File: config.mk
export PLATFORM = sky130hd
export DESIGN_NAME = seq_bin2bcd
export DESIGN_NICKNAME = d
export VERILOG_FILES = /design/src/rtl/seq_bin2bcd.sv
export SDC_FILE = /design/constraint.sdc
export NUM_CORES = 1
export LEC_CHECK = 0
export BUFFER_PORTS_ARGS = -buffer_cell sky130_fd_sc_hd__buf_4
export CELL_PAD_IN_SITES_DETAIL_PLACEMENT = 1
export CELL_PAD_IN_SITES_GLOBAL_PLACEMENT = 1
export CORE_ASPECT_RATIO = 0.9
export CORE_MARGIN = 3
export CORE_UTILIZATION = 41
export CTS_BUF_LIST = sky130_fd_sc_hd__clkbuf_16
export DETAILED_ROUTE_END_ITERATION = 7
export PLACE_DENSITY = 0.77
export SLEW_MARGIN = 15
export SYNTH_ARGS = -nofsm -noshare
export SYNTH_HDL_FRONTEND = slang
export SYNTH_SLANG_ARGS = --single-unit
File: constraint.sdc
create_clock -name clk -period 1.5 [get_ports clk]
set_input_delay 0.45 -clock clk [delete_from_list [all_inputs] [get_ports clk]]
set_output_delay 0.45 -clock clk [all_outputs]
set_load 0.01 [all_outputs]
File: src/rtl/seq_bin2bcd.sv
// Sequential binary-to-BCD converter (shift-and-add-3, one input bit per clock).
// Optional leading-zero blanking enabled by defining SEQ_BIN2BCD_BLANK_EN.
module seq_bin2bcd #(
    parameter int unsigned W     = 16,
    parameter int unsigned N_DIG = 5
) (
    input  logic               clk,
    input  logic               reset_n,
    input  logic               start,
    input  logic [W-1:0]       bin_in,
    output logic [4*N_DIG-1:0] bcd_out,
    output logic               valid,
    output logic               busy,
    output logic               ovf
);

    localparam int unsigned BCD_W  = 4 * N_DIG;
    localparam int unsigned WORK_W = BCD_W + 1;
    localparam int unsigned CNT_W  = $clog2(W + 1);

    typedef enum logic [1:0] {
        S_IDLE,
        S_CONV,
        S_DONE
    } state_e;

    state_e             state_q, state_d;
    logic [W-1:0]       shreg_q, shreg_d;
    logic [WORK_W-1:0]  work_q, work_d;
    logic [CNT_W-1:0]   cnt_q, cnt_d;
    logic               ovf_work_q, ovf_work_d;
    logic [BCD_W-1:0]   bcd_q, bcd_d;
    logic               valid_q, valid_d;
    logic               busy_q, busy_d;
    logic               ovf_q, ovf_d;

    logic [BCD_W-1:0]   dig_adj;
    logic [WORK_W-1:0]  work_shift;
    logic [W-1:0]       shreg_shift;
    logic [BCD_W-1:0]   bcd_fmt;

    // Add-3 correction on every digit in parallel, then one-bit shift of {work, shreg}
    always_comb begin
        dig_adj = work_q[BCD_W-1:0];
        for (int d = 0; d < int'(N_DIG); d++) begin
            if (work_q[4*d +: 4] >= 4'd5) begin
                dig_adj[4*d +: 4] = work_q[4*d +: 4] + 4'd3;
            end
        end
        work_shift  = {dig_adj, shreg_q[W-1]};
        shreg_shift = {shreg_q[W-2:0], 1'b0};
    end

`ifdef SEQ_BIN2BCD_BLANK_EN
    logic seen_nz;

    // Leading zeros above the top nonzero digit become 4'hF; digit 0 always shown
    always_comb begin
        bcd_fmt = work_q[BCD_W-1:0];
        seen_nz = 1'b0;
        for (int d = int'(N_DIG) - 1; d >= 1; d--) begin
            if (!seen_nz && (bcd_fmt[4*d +: 4] == 4'h0)) begin
                bcd_fmt[4*d +: 4] = 4'hF;
            end else begin
                seen_nz = 1'b1;
            end
        end
    end
`else
    always_comb begin
        bcd_fmt = work_q[BCD_W-1:0];
    end
`endif

    // Next-state and datapath control
    always_comb begin
        state_d    = state_q;
        shreg_d    = shreg_q;
        work_d     = work_q;
        cnt_d      = cnt_q;
        ovf_work_d = ovf_work_q;
        bcd_d      = bcd_q;
        valid_d    = 1'b0;
        ovf_d      = ovf_q;

        case (state_q)
            S_IDLE: begin
                if (start) begin
                    shreg_d    = bin_in;
                    work_d     = '0;
                    cnt_d      = CNT_W'(W);
                    ovf_work_d = 1'b0;
                    state_d    = S_CONV;
                end
            end
            S_CONV: begin
                shreg_d    = shreg_shift;
                work_d     = work_shift;
                cnt_d      = cnt_q - CNT_W'(1);
                // Spill bit is sticky: it may be shifted out again on a later step
                ovf_work_d = ovf_work_q | work_q[BCD_W];
                if (cnt_q == CNT_W'(1)) begin
                    state_d = S_DONE;
                end
            end
            S_DONE: begin
                bcd_d   = bcd_fmt;
                ovf_d   = ovf_work_q | work_q[BCD_W];
                valid_d = 1'b1;
                state_d = S_IDLE;
            end
            default: begin
                state_d = S_IDLE;
            end
        endcase

        busy_d = (state_d != S_IDLE);
    end

    always_ff @(posedge clk or negedge reset_n) begin
        if (!reset_n) begin
            state_q    <= S_IDLE;
            shreg_q    <= '0;
            work_q     <= '0;
            cnt_q      <= '0;
            ovf_work_q <= 1'b0;
            bcd_q      <= '0;
            valid_q    <= 1'b0;
            busy_q     <= 1'b0;
            ovf_q      <= 1'b0;
        end else begin
            state_q    <= state_d;
            shreg_q    <= shreg_d;
            work_q     <= work_d;
            cnt_q      <= cnt_d;
            ovf_work_q <= ovf_work_d;
            bcd_q      <= bcd_d;
            valid_q    <= valid_d;
            busy_q     <= busy_d;
            ovf_q      <= ovf_d;
        end
    end

    assign bcd_out = bcd_q;
    assign valid   = valid_q;
    assign busy    = busy_q;
    assign ovf     = ovf_q;

endmodule

==> out/summary.md <==
Counting flops and latches in the post-synthesis netlist gives 68. After detailed routing, the total wire length is 7163 um. Count of endpoints failing hold in the final timing report: 0. Worst-skew pair later-pin latency: 0.33 ns. Yosys mapped a number of flops with a built-in enable equal to 0.

The power density over the cells was 2096 mW/mm^2; the total overflow reported by the global router was 0. Placed instance count: 416. From bottom edge to top edge, the die measures 88.32 um.

Fraction of power spent switching nets: 0.3591. The tool flagged a number of max-cap violations equal to 0. For the internal portion of total power, the log shows 5.300 mW. After synthesis, the mean cell area works out to 11.18 um^2.

The run finished with clean final reports. In the routed layout, each cell is associated on average with a via count of 5.309. The clock skew is 0.007682 ns.

For the sequential group share of total power, the log shows 0.376. The logs give 68 for the number of sinks driven by the clock tree and 1.863 nW for the leakage power summed over all cells. The maximum number of pins on one net before global-route repair is 34, and the share of synthesized registers carrying an async set or reset is 1.000. STA puts the critical path data arrival time at 1.73 ns. Number of DRC markers after the initial detailed-route iteration: 70. The number of buffers added to fix hold violations after cts was 0; the post-route minimum period was 1.469 ns. The run gives 0 as the number of antenna violations at the first check in global routing.

The number of nets in the layout is 367. The wire length of the first global-routing pass was 12,010 um; the remaining design rule violation count was 0. STA classifies the critical path startpoint as a flip-flop. The worst reg2reg path depth was 6; the remaining max-slew budget at the tightest pin was 0.7329.

The path class of the tightest hold or removal check is input port to asynchronous set/reset pin. The final route contains 2,299 vias. The most used flip-flop cell after synthesis is dfrtp_1. Routability-driven placement finished with a final weighted congestion of 0.7821. The die covers 0.008607 mm^2. The run gives 0 as the final antenna diode count. Tracing the worst setup path back leads to its startpoint at work_q[5].

Clock root buffer: clkbuf_16. The part of the total power dissipated in the clock network was 0.217. After clock tree synthesis, the clock-pin slew on the worst setup and hold paths is 0.05 ns. The library cell used most frequently in the layout, excluding fill and tap cells, is dfrtp_1. Summed over all nets, the half-perimeter wirelength after detailed placement is 4731 um. Summed over all nets, the switching power comes to 2.970 mW.

The finished layout holds 433 standard cells, fillers aside. The sequential-to-total area share from yosys stat is 0.5513. The tools report the via count of the first global-routing pass as 2,428. TritonCTS built the clock tree. The pin slew with the least headroom to its limit came out at 0.3951 ns. The number of detailed-routing iterations run before antenna repair is 4, and the worst voltage drop across the vdd grid is 1092 uV. In this run the standard cell core region covers 0.007184 mm^2. The logs give 0.4296 for the initial core utilization and 2 for the largest buffer count on any clock path.

The part of the cycle the worst path needs was 0.9792. The run gives 0 as the count of yosys warnings during synthesis. The tools report the number of primary I/O pins as 42. In the layout the commonest cells are dfrtp_1, buf_4, o21ai_0, nand2_1, a22oi_1. The maximum clock frequency was 0.6808 GHz; the die width was 97.46 um.

Maximum net fanout on the critical path: 3. In this run the critical register-to-register path is captured at work_q[6]. In this run the cell area measured after placement is 0.003620 mm^2.

The worst setup path is of the flip-flop to flip-flop kind. Across all register-to-register paths, the minimum setup slack is 0.03 ns. The tools report the final antenna-violating net count as 0. The run gives 9 as the number of buffers added by the clock tree synthesis step.

Required time at the endpoint of the critical path: 1.76 ns. The run gives 0 as the count of final max-slew check failures. The startpoint identified for the worst register-to-register timing path is work_q[5]. Hold timing on the final database bottoms out at a slack of 0.02797 ns.

The most critical setup path has its endpoint at work_q[6]. STA classifies the critical path endpoint as a flip-flop. The floorplan has 29 rows. The ratio of cells with drive above 1 in the final layout is 0.3147.

Wire length per cell after detailed routing: 16.54 um. The clock tree synthesis step divided the H-tree into 3 levels. The number of nets in the synthesized netlist is 307.

The tools report the part of the total power dissipated in combinational logic as 0.407. The count of buffers added on input and output ports is 41. The finished cells cover 0.003946 mm^2. The tools report the total track usage as 0.1772.

The run gives 0.003087 mm^2 as the area of the mapped netlist. From synthesis to final layout, the design area changed by 27.85%. Synthesis produced 276 cells.

The final number of setup-violating endpoints came out at 0. For the number of distinct library cells after synthesis, the log shows 37.
layout make-up:
cell class / instances / area (um^2)
inverter: 14 / 55.05
sequential: 68 / 1702
clock inverter: 6 / 25.02
fill: 788 / 3238
tap: 93 / 116.4
clock buffer: 9 / 225.2
multi-input combinational: 176 / 1282
timing repair buffer: 67 / 540.5
timing repair:
action | CTS | global route
pin swaps | 0 | 7
setup buffers | 0 | 2
endpoints found under the hold margin | 0 | 0
resized for setup | 4 | 14
setup endpoints to repair | 6 | 10
sequential cells by signal (all words and copies together), names as in the netlist:
signal      count
bcd_out        20
busy            1
cnt_q           5
ovf             1
ovf_work_q      1
shreg_q        16
state_q         2
valid           1
work_q         21
stage by stage:
stage          total power, mW  worst slack, ns   TNS, ns  utilization
2_1_floorplan            5.043          0.07790         0            -
3_3_place_gp             6.094          0.05240         0       0.5038
3_5_place_dp             6.265         -0.04298  -0.08977       0.5038
4_1_cts                  8.184          0.02548         0       0.5408
5_1_grt                  8.924         -0.02814  -0.02814       0.5493
6_report                 8.269          0.03120         0       0.5493
power by group through the flow:
stage,sequential [mW],clock [mW],combinational [mW]
after floorplan,3.06,0,1.98
after global placement,3.06,0,3.03
after detailed placement,3.09,0,3.17
after CTS,3.09,1.84,3.25
after global routing,3.21,1.95,3.76
final,3.11,1.80,3.36
cells in the mapped netlist (4+ instances only):
cell / number / area, um^2
a21oi_1: 8 / 40.04
a22o_1: 6 / 52.55
a22oi_1: 15 / 112.6
a32o_1: 5 / 50.05
buf_2: 8 / 40.04
clkbuf_1: 4 / 15.01
dfrtp_1: 68 / 1702
ha_1: 12 / 150.1
inv_1: 13 / 48.80
mux2_2: 10 / 112.6
mux2i_1: 6 / 60.06
nand2_1: 29 / 108.9
nand2b_1: 6 / 37.54
nor2_1: 5 / 18.77
o21ai_0: 34 / 170.2
o22ai_1: 6 / 37.54
o31ai_1: 7 / 52.55
xnor2_1: 5 / 43.79
xor2_1: 4 / 35.03
kinds of logic after synthesis:
group / share of synthesized area
AOI/OAI and AO/OA: 0.1784
xor gates and xnor gates: 0.02554
adders and majority gates: 0.04864
buffers and inverters: 0.05229
DFF: 0.5513
muxes: 0.05594
and+or+nand+nor: 0.08796
layer usage:
layer  GRT usage  up-vias  wire, um
met3     0.05516       10       250
met1      0.2269     1160      3253
met4     0.06038        0       128
met5           0        -         0
met2      0.2900       36      3530
li1            -     1093         -
how the worst min path moves through the flow:
stage / cells past startpoint / endpoint / startpoint / slack (ns)
2_1_floorplan: 0 / bcd_out[0] / reset_n / 0.15
3_3_place_gp: 1 / bcd_out[7] / reset_n / 0.37
3_5_place_dp: 1 / bcd_out[7] / reset_n / 0.38
4_1_cts: 1 / work_q[1] / reset_n / 0.03
5_1_grt: 1 / work_q[1] / reset_n / 0.03
6_report: 1 / work_q[1] / reset_n / 0.03
worst max-delay path: stages (launching register included):
cell      delay [ns]
dfrtp_1         0.36
inv_1           0.09
ha_1            0.19
nand2b_1        0.16
a21oi_2         0.24
mux2i_1         0.23
a22o_1          0.14
Note: power is estimated with default switching activity, not from simulation.
